<file path="src/rtl/alu_sequencer.sv">
// Button-driven operand/operation sequencer for an external combinational ALU.
// A debounced centre button steps through LOAD_A -> LOAD_B -> EXEC -> SHOW.
module alu_sequencer #(
    parameter int unsigned DEBOUNCE_CYCLES = 16,
    parameter int unsigned WIDTH           = 8
) (
    input  logic             clk,
    input  logic             reset,
    input  logic             btn_go,
    input  logic [WIDTH-1:0] data_in,
    input  logic [3:0]       op_sel,
    input  logic [WIDTH-1:0] alu_y,
    output logic [WIDTH-1:0] a_reg,
    output logic [WIDTH-1:0] b_reg,
    output logic [3:0]       op_reg,
    output logic [WIDTH-1:0] y_reg,
    output logic [1:0]       state,
    output logic             exec_pulse,
    output logic             y_valid
);

    localparam int unsigned CntW = (DEBOUNCE_CYCLES > 1) ? $clog2(DEBOUNCE_CYCLES) : 1;
    localparam logic [CntW-1:0] CntMax = CntW'(DEBOUNCE_CYCLES - 1);

    typedef enum logic [1:0] {
        StLoadA = 2'b00,
        StLoadB = 2'b01,
        StExec  = 2'b10,
        StShow  = 2'b11
    } state_e;

    state_e            state_q, state_d;
    logic [1:0]        sync_q;
    logic [CntW-1:0]   cnt_q, cnt_d;
    logic              level_q, level_d;
    logic              level_prev_q;
    logic              go;
    logic [WIDTH-1:0]  a_q, a_d, b_q, b_d, y_q, y_d;
    logic [3:0]        op_q, op_d;
    logic              y_valid_q, y_valid_d;

    // Accept a new level only after DEBOUNCE_CYCLES consecutive mismatching samples.
    always_comb begin
        cnt_d   = cnt_q;
        level_d = level_q;
        if (sync_q[1] != level_q) begin
            if (cnt_q == CntMax) begin
                level_d = sync_q[1];
                cnt_d   = '0;
            end else begin
                cnt_d = cnt_q + CntW'(1);
            end
        end else begin
            cnt_d = '0;
        end
    end

    assign go = level_q & ~level_prev_q;

    always_comb begin
        state_d   = state_q;
        a_d       = a_q;
        b_d       = b_q;
        op_d      = op_q;
        y_d       = y_q;
        y_valid_d = y_valid_q;
        unique case (state_q)
            StLoadA: begin
                if (go) begin
                    a_d     = data_in;
                    state_d = StLoadB;
                end
            end
            StLoadB: begin
                if (go) begin
                    b_d     = data_in;
                    op_d    = op_sel;
                    state_d = StExec;
                end
            end
            StExec: begin
                y_d       = alu_y;
                y_valid_d = 1'b1;
                state_d   = StShow;
            end
            StShow: begin
                // Chained entry: new A, keep previous B/op/result on display.
                if (go) begin
                    a_d       = data_in;
                    y_valid_d = 1'b0;
                    state_d   = StLoadB;
                end
            end
            default: state_d = StLoadA;
        endcase
    end

    always_ff @(posedge clk or posedge reset) begin
        if (reset) begin
            sync_q       <= '0;
            cnt_q        <= '0;
            level_q      <= 1'b0;
            level_prev_q <= 1'b0;
            state_q      <= StLoadA;
            a_q          <= '0;
            b_q          <= '0;
            op_q         <= '0;
            y_q          <= '0;
            y_valid_q    <= 1'b0;
        end else begin
            sync_q       <= {sync_q[0], btn_go};
            cnt_q        <= cnt_d;
            level_q      <= level_d;
            level_prev_q <= level_q;
            state_q      <= state_d;
            a_q          <= a_d;
            b_q          <= b_d;
            op_q         <= op_d;
            y_q          <= y_d;
            y_valid_q    <= y_valid_d;
        end
    end

    assign a_reg      = a_q;
    assign b_reg      = b_q;
    assign op_reg     = op_q;
    assign y_reg      = y_q;
    assign y_valid    = y_valid_q;
    assign state      = state_q;
    assign exec_pulse = (state_q == StExec);

endmodule
</file>
<file path="config.mk">
export PLATFORM = sky130hd
export DESIGN_NAME = alu_sequencer
export DESIGN_NICKNAME = d
export VERILOG_FILES = /design/src/rtl/alu_sequencer.sv
export SDC_FILE = /design/constraint.sdc
export NUM_CORES = 1
export LEC_CHECK = 0
export CELL_PAD_IN_SITES_DETAIL_PLACEMENT = 1
export CELL_PAD_IN_SITES_GLOBAL_PLACEMENT = 2
export CORE_MARGIN = 1
export CORE_UTILIZATION = 31
export DETAILED_ROUTE_END_ITERATION = 6
export HOLD_SLACK_MARGIN = 0.03
export PLACE_DENSITY_LB_ADDON = 0.12
export SLEW_MARGIN = 10
export SYNTH_ARGS = -nofsm -noshare
export SYNTH_HDL_FRONTEND = slang
export SYNTH_SLANG_ARGS = --single-unit
</file>
<file path="constraint.sdc">
create_clock -name clk -period 2.55 [get_ports clk]
set_input_delay 0.51 -clock clk [delete_from_list [all_inputs] [get_ports clk]]
set_output_delay 0.51 -clock clk [all_outputs]
set_load 0.02 [all_outputs]
</file>
# Word level (Yosys, flattened, before mapping)
# Cells that the tools add are included.
[totals]
wordCells = 36
ff_bits = 39
[op_classes]
reduce_logical = 8
n_addsub = 1
mux = 7
n_eq_ne = 8
bitwise_logic = 2
[ops]
columns = ["operator", "count"]
rows = [
  ["2-bit AND reduction", 5],
  ["4-bit two-way mux", 2],
  ["2-bit one-hot mux with 3 select lines", 1],
  ["4-bit by 1-bit adder with 4-bit output (second input constant)", 1],
  ["2-bit == test (second input constant)", 2],
  ["4-bit == test (second input constant)", 1],
  ["2-bit two-way mux", 2],
  ["2-bit inequality test (second input constant)", 2],
  ["2-bit by 1-bit == test with 1-bit output (second input constant)", 1],
  ["2-bit logical NOT", 1],
  ["2-bit by 1-bit inequality test with 1-bit output (second input constant)", 1],
  ["1-bit one-hot mux with 2 select lines", 1],
  ["2-bit nonzero test", 1],
  ["2-bit OR reduction", 1],
  ["1-bit AND", 1],
  ["1-bit two-way mux", 1],
  ["1-bit inequality test", 1],
  ["1-bit inverter", 1],
]

# Logic depth before layout (Yosys ltp)
[depth]
depth_word = 4
ltp_mapped = 5

# Worst setup path after synthesis
# Ideal clock, no wire load.
[synth_timing]
kind = "reg2reg"
from = "reg state_q[0] (netlist: state[0])"
to = "reg y_q[0] (netlist: y_reg[0])"
arrival_ns = 1.400
stages_incl_launch_ff = 5
slack_ns = 1.025
setup_ns = 0.125
path_cell_list = "dfrtp_1 inv_1 ha_1 buf_2 mux2_2"
[synth_between]
elab_chain_len = 1
[synth_rtl]
columns = ["element", "line_no", "text"]
rows = [
  ["from (decl)", "32", "state_e state_q, state_d;"],
  ["from (signal assigned)", "104", "state_q <= StLoadA;"],
  ["from (signal assigned)", "115", "state_q <= state_d;"],
  ["2-bit == test", "-", ""],
  ["named net exec_pulse", "18", "output logic exec_pulse,"],
  ["to (signal assigned)", "119", "y_q <= y_d;"],
  ["to (decl)", "38", "logic [WIDTH-1:0] a_q, a_d, b_q, b_d, y_q, y_d;"],
]
# The timed path passes the listed nets, and every way through them passes these cells.
# A chain may end at the register's enable or synchronous reset.

# Worst setup path after layout
[layout_timing]
from = "reg state_q[0] (netlist: state[0])"
to = "out exec_pulse"
[layout_between]
elab_chain_len = 1
[layout_rtl]
columns = ["element", "line_no", "text"]
rows = [
  ["2-bit == test", "130", "assign exec_pulse = (state_q == StExec);"],
  ["to (decl)", "18", ""],
]
# Every way passes these cells.

==> summary.txt <==
Status
  – Status: finished, final reports clean

Placement
  – GPL Wtd Cong: 0.628
  – Place WS: 0.574 ns
  – # port buffers: 54
  – Dpl cell area: 2180 um^2
  – HPWL after detailed placement: 2.32 mm

Floorplan
  – Die Width: 72.8 um
  – I/O Pins: 55
  – Initial Util: 32.5%
  – Die area: 5300 um^2
  – Die span in y: 72.8 um
  – Rows: 25
  – Core Area: 4790 um^2

Power
  – Combinational fraction of design power: 32.6%
  – Switching share of power: 28.7%
  – Total Power: 1820 uW
  – Clock Power Share: 24.6%
  – Pwr/cell area: 798 nW/um^2
  – NetSw: 522 uW
  – Reg power frac: 42.8%
  – Internal power: 1300 uW
  – Max IR drop VDD: 0.309 mV
  – LEAKAGE: 0.00101 uW

Logic synthesis
  – Ys async rst share: 100%
  – Post-synthesis compound-gate area fraction: 3.78%
  – Area share of fa/ha/maj cells after synthesis: 3.22%
  – Post-Synthesis Cells: 99
  – Primary FF master, synth: dfrtp_1
  – Yosys reg bits: 39
  – Largest family of logic cells by synthesized area: multiplexers
  – Library cells used by synthesis: 19
  – Commonest cells in the netlist: dfrtp_1 (39), mux2_2 (19), mux2_4 (10), inv_1 (5)
  – Yosys warning count: 0
  – Post-synthesis mux area share: 23.4%
  – Mapped Nets: 126
  – Post-synthesis cell area: 1560 um^2
  – EDFF count, synth: 0
  – Synth Area in Simple Gates: 3.46%
  – Yosys top cell area share: 62.8%
  – Xor/xnor cell area share of the yosys netlist: 1.13%
  – Avg Inst Size Synth: 15.7 um^2
  – Synth area leader: dfrtp_1
  – Area contributors post-synth: dfrtp_1 (63%), mux2_2 (14%), mux2_4 (9.7%)
  – Cell with the most instances after synthesis: dfrtp_1
  – Sequential element share of the synthesized area: 62.8%

Critical path
  – Startpoint Class: register
  – Crit path buf inv count: 3
  – Crit path cell chain: inv_1, ha_1, buf_4, clkdlybuf4s50_1
  – Reg2reg path depth: 4
  – Slowest stage delay, CP: 0.62 ns
  – Critical path's top delay family: buffers and inverters
  – Worst EP arrival: 1.75 ns
  – R2r setup slk: 1.00 ns
  – Worst endpoint required time: 2.04 ns
  – Critical path class: register to output port
  – Reg-to-Reg Start: state[1]
  – Worst r2r dst: b_reg[5]
  – CP max-delay cell: clkdlybuf4s50_1
  – Critical-path maximum fanout: 10
  – CP endpoint kind: output port

Cells and area
  – Post-layout util: 47.6%
  – Multi-input combinational cell area: 544 um^2
  – Ant diodes: 0
  – Final net count: 187
  – Layout area overhead: 46.5%
  – Reg area: 976 um^2
  – Design area: 2280 um^2
  – Filler cells: 503
  – Share of layout cells above drive strength 1: 25.5%

Clock network
  – Total CTS buffers: 5
  – Sink Count: 39
  – Post-CTS Hold Fix Bufs: 0
  – CTS tree: done
  – Max clock buf depth: 2
  – CTS Root Cell: clkbuf_8
  – Clk slew on worst S/H paths: 0.07 ns
  – Post_cts resized: 0
  – H-tree Lvls: 2
  – Post CTS Setup Buffer Count: 0
  – Clock latency on the worst-skew pair: 0.28 ns

STA
  – Worst Tran Pin Value: 0.481 ns
  – Final worst slack: 0.292 ns
  – F_max: 0.443 GHz
  – Total negative slack: 0 ns
  – RSZ-0062 raised after global routing: false
  – Crit path time final: 2.26 ns
  – Headroom to the max-slew limit: 67.9%
  – Final Skew: 0.00319 ns
  – Setup Viol. Count Final: 0
  – Tcrit/Tclk final: 88.6%
  – Final Hold Fails: 0
  – Pins Over Slew Limit: 0

Global route
  – Largest net degree at the start of global routing: 40
  – Antenna violations before repair: 0
  – Global-route wire length before repair: 5.31 mm
  – Total GRT Usage: 13.6%
  – GRT overflow: 0
  – Vias in the first global route: 1,091

Drt
  – Post-route ant nets: 0
  – Post-Route WL: 3.18 mm
  – Initial DRT Pass Iterations: 2
  – Avg WL per Cell: 14.0 um
  – 1st-iter DRT viols: 37
  – Via density: 4.36
  – DRC Markers: 0
  – Vias: 993

Min path
  – Hold EP: sync_q[1]
  – Worst min-delay path category: register to register
  – Hold Path Depth: 0
  – Worst Min Path Start: sync_q[0]

Flow run
  – Total of max-cap violations: 0
[cell type report]
| class | count | area share (%) |
|---|---|---|
| clock buffer | 8 | 4.39 |
| inverter | 5 | 0.824 |
| multi-input combinational | 53 | 23.9 |
| sequential | 39 | 42.8 |
| tap | 67 | 3.68 |
| timing repair buffer | 56 | 24.4 |
[metrics by stage]
step                std cells  hold WS (ns)
global route              228         0.366
floorplan                  99         0.331
finish                    228         0.360
detailed placement        220         0.345
CTS                       228         0.358
global placement          220         0.333
[layer usage]
| layer | GRT usage, % | routed length, um |
|---|---|---|
| met4 | 5.23 | 42 |
| met5 | 0 | 0 |
| met1 | 16.8 | 1370 |
| met2 | 21.5 | 1540 |
| met3 | 5.25 | 234 |
[worst max path at each step]
stage	from	endpoint	slack (ns)	depth (start not counted)
6_report	state[0]	exec_pulse	0.29	4
4_1_cts	state[0]	exec_pulse	0.25	4
3_3_place_gp	state[0]	exec_pulse	0.65	4
3_5_place_dp	state[0]	exec_pulse	0.57	4
5_1_grt	state[0]	exec_pulse	0.21	4
2_1_floorplan	state[0]	y_reg[0]	1.03	4
[layout by cell type (no fill, tap or decap)]
| master | instances |
|---|---|
| a21o_1 | 2 |
| a21oi_1 | 4 |
| a311oi_1 | 1 |
| and2b_4 | 1 |
| buf_4 | 2 |
| clkbuf_1 | 1 |
| clkbuf_8 | 7 |
| clkdlybuf4s50_1 | 54 |
| dfrtp_1 | 39 |
| ha_1 | 4 |
| inv_1 | 5 |
| mux2_2 | 19 |
| mux2_4 | 10 |
| nand2_2 | 2 |
| nand3_1 | 1 |
| nand4b_1 | 1 |
| nor2_1 | 1 |
| nor2b_1 | 1 |
| o21ai_0 | 3 |
| or2b_1 | 1 |
| xnor2_1 | 2 |
[power groups by stage]
stage	Sequential (uW)	Combinational [uW]	Clock, uW
floorplan	910	199	0
global placement	786	592	0
detailed placement	794	603	0
CTS	782	605	466
global route	798	636	491
finish	779	592	447
[worst register-to-register path: cells and delay by family, from the launching register on]
kind,cells,cell delay (ns)
and+or+nand+nor,1,0.33
adders and majority gates,1,0.22
DFF,1,0.41
buffers and inverters,1,0.08
muxes,1,0.40
[cell families (layout without fill, tap and decap cells)]
family | Yosys count | count (layout)
AO/OA/AOI/OAI | 10 | 10
flip-flops | 39 | 39
multiplexers | 29 | 29
adder cells (fa/ha/maj) | 4 | 4
XOR/XNOR | 2 | 2
buffers and inverters | 7 | 69
AND/OR/NAND/NOR | 8 | 8
No activity file was read; power rests on OpenSTA's default activity.
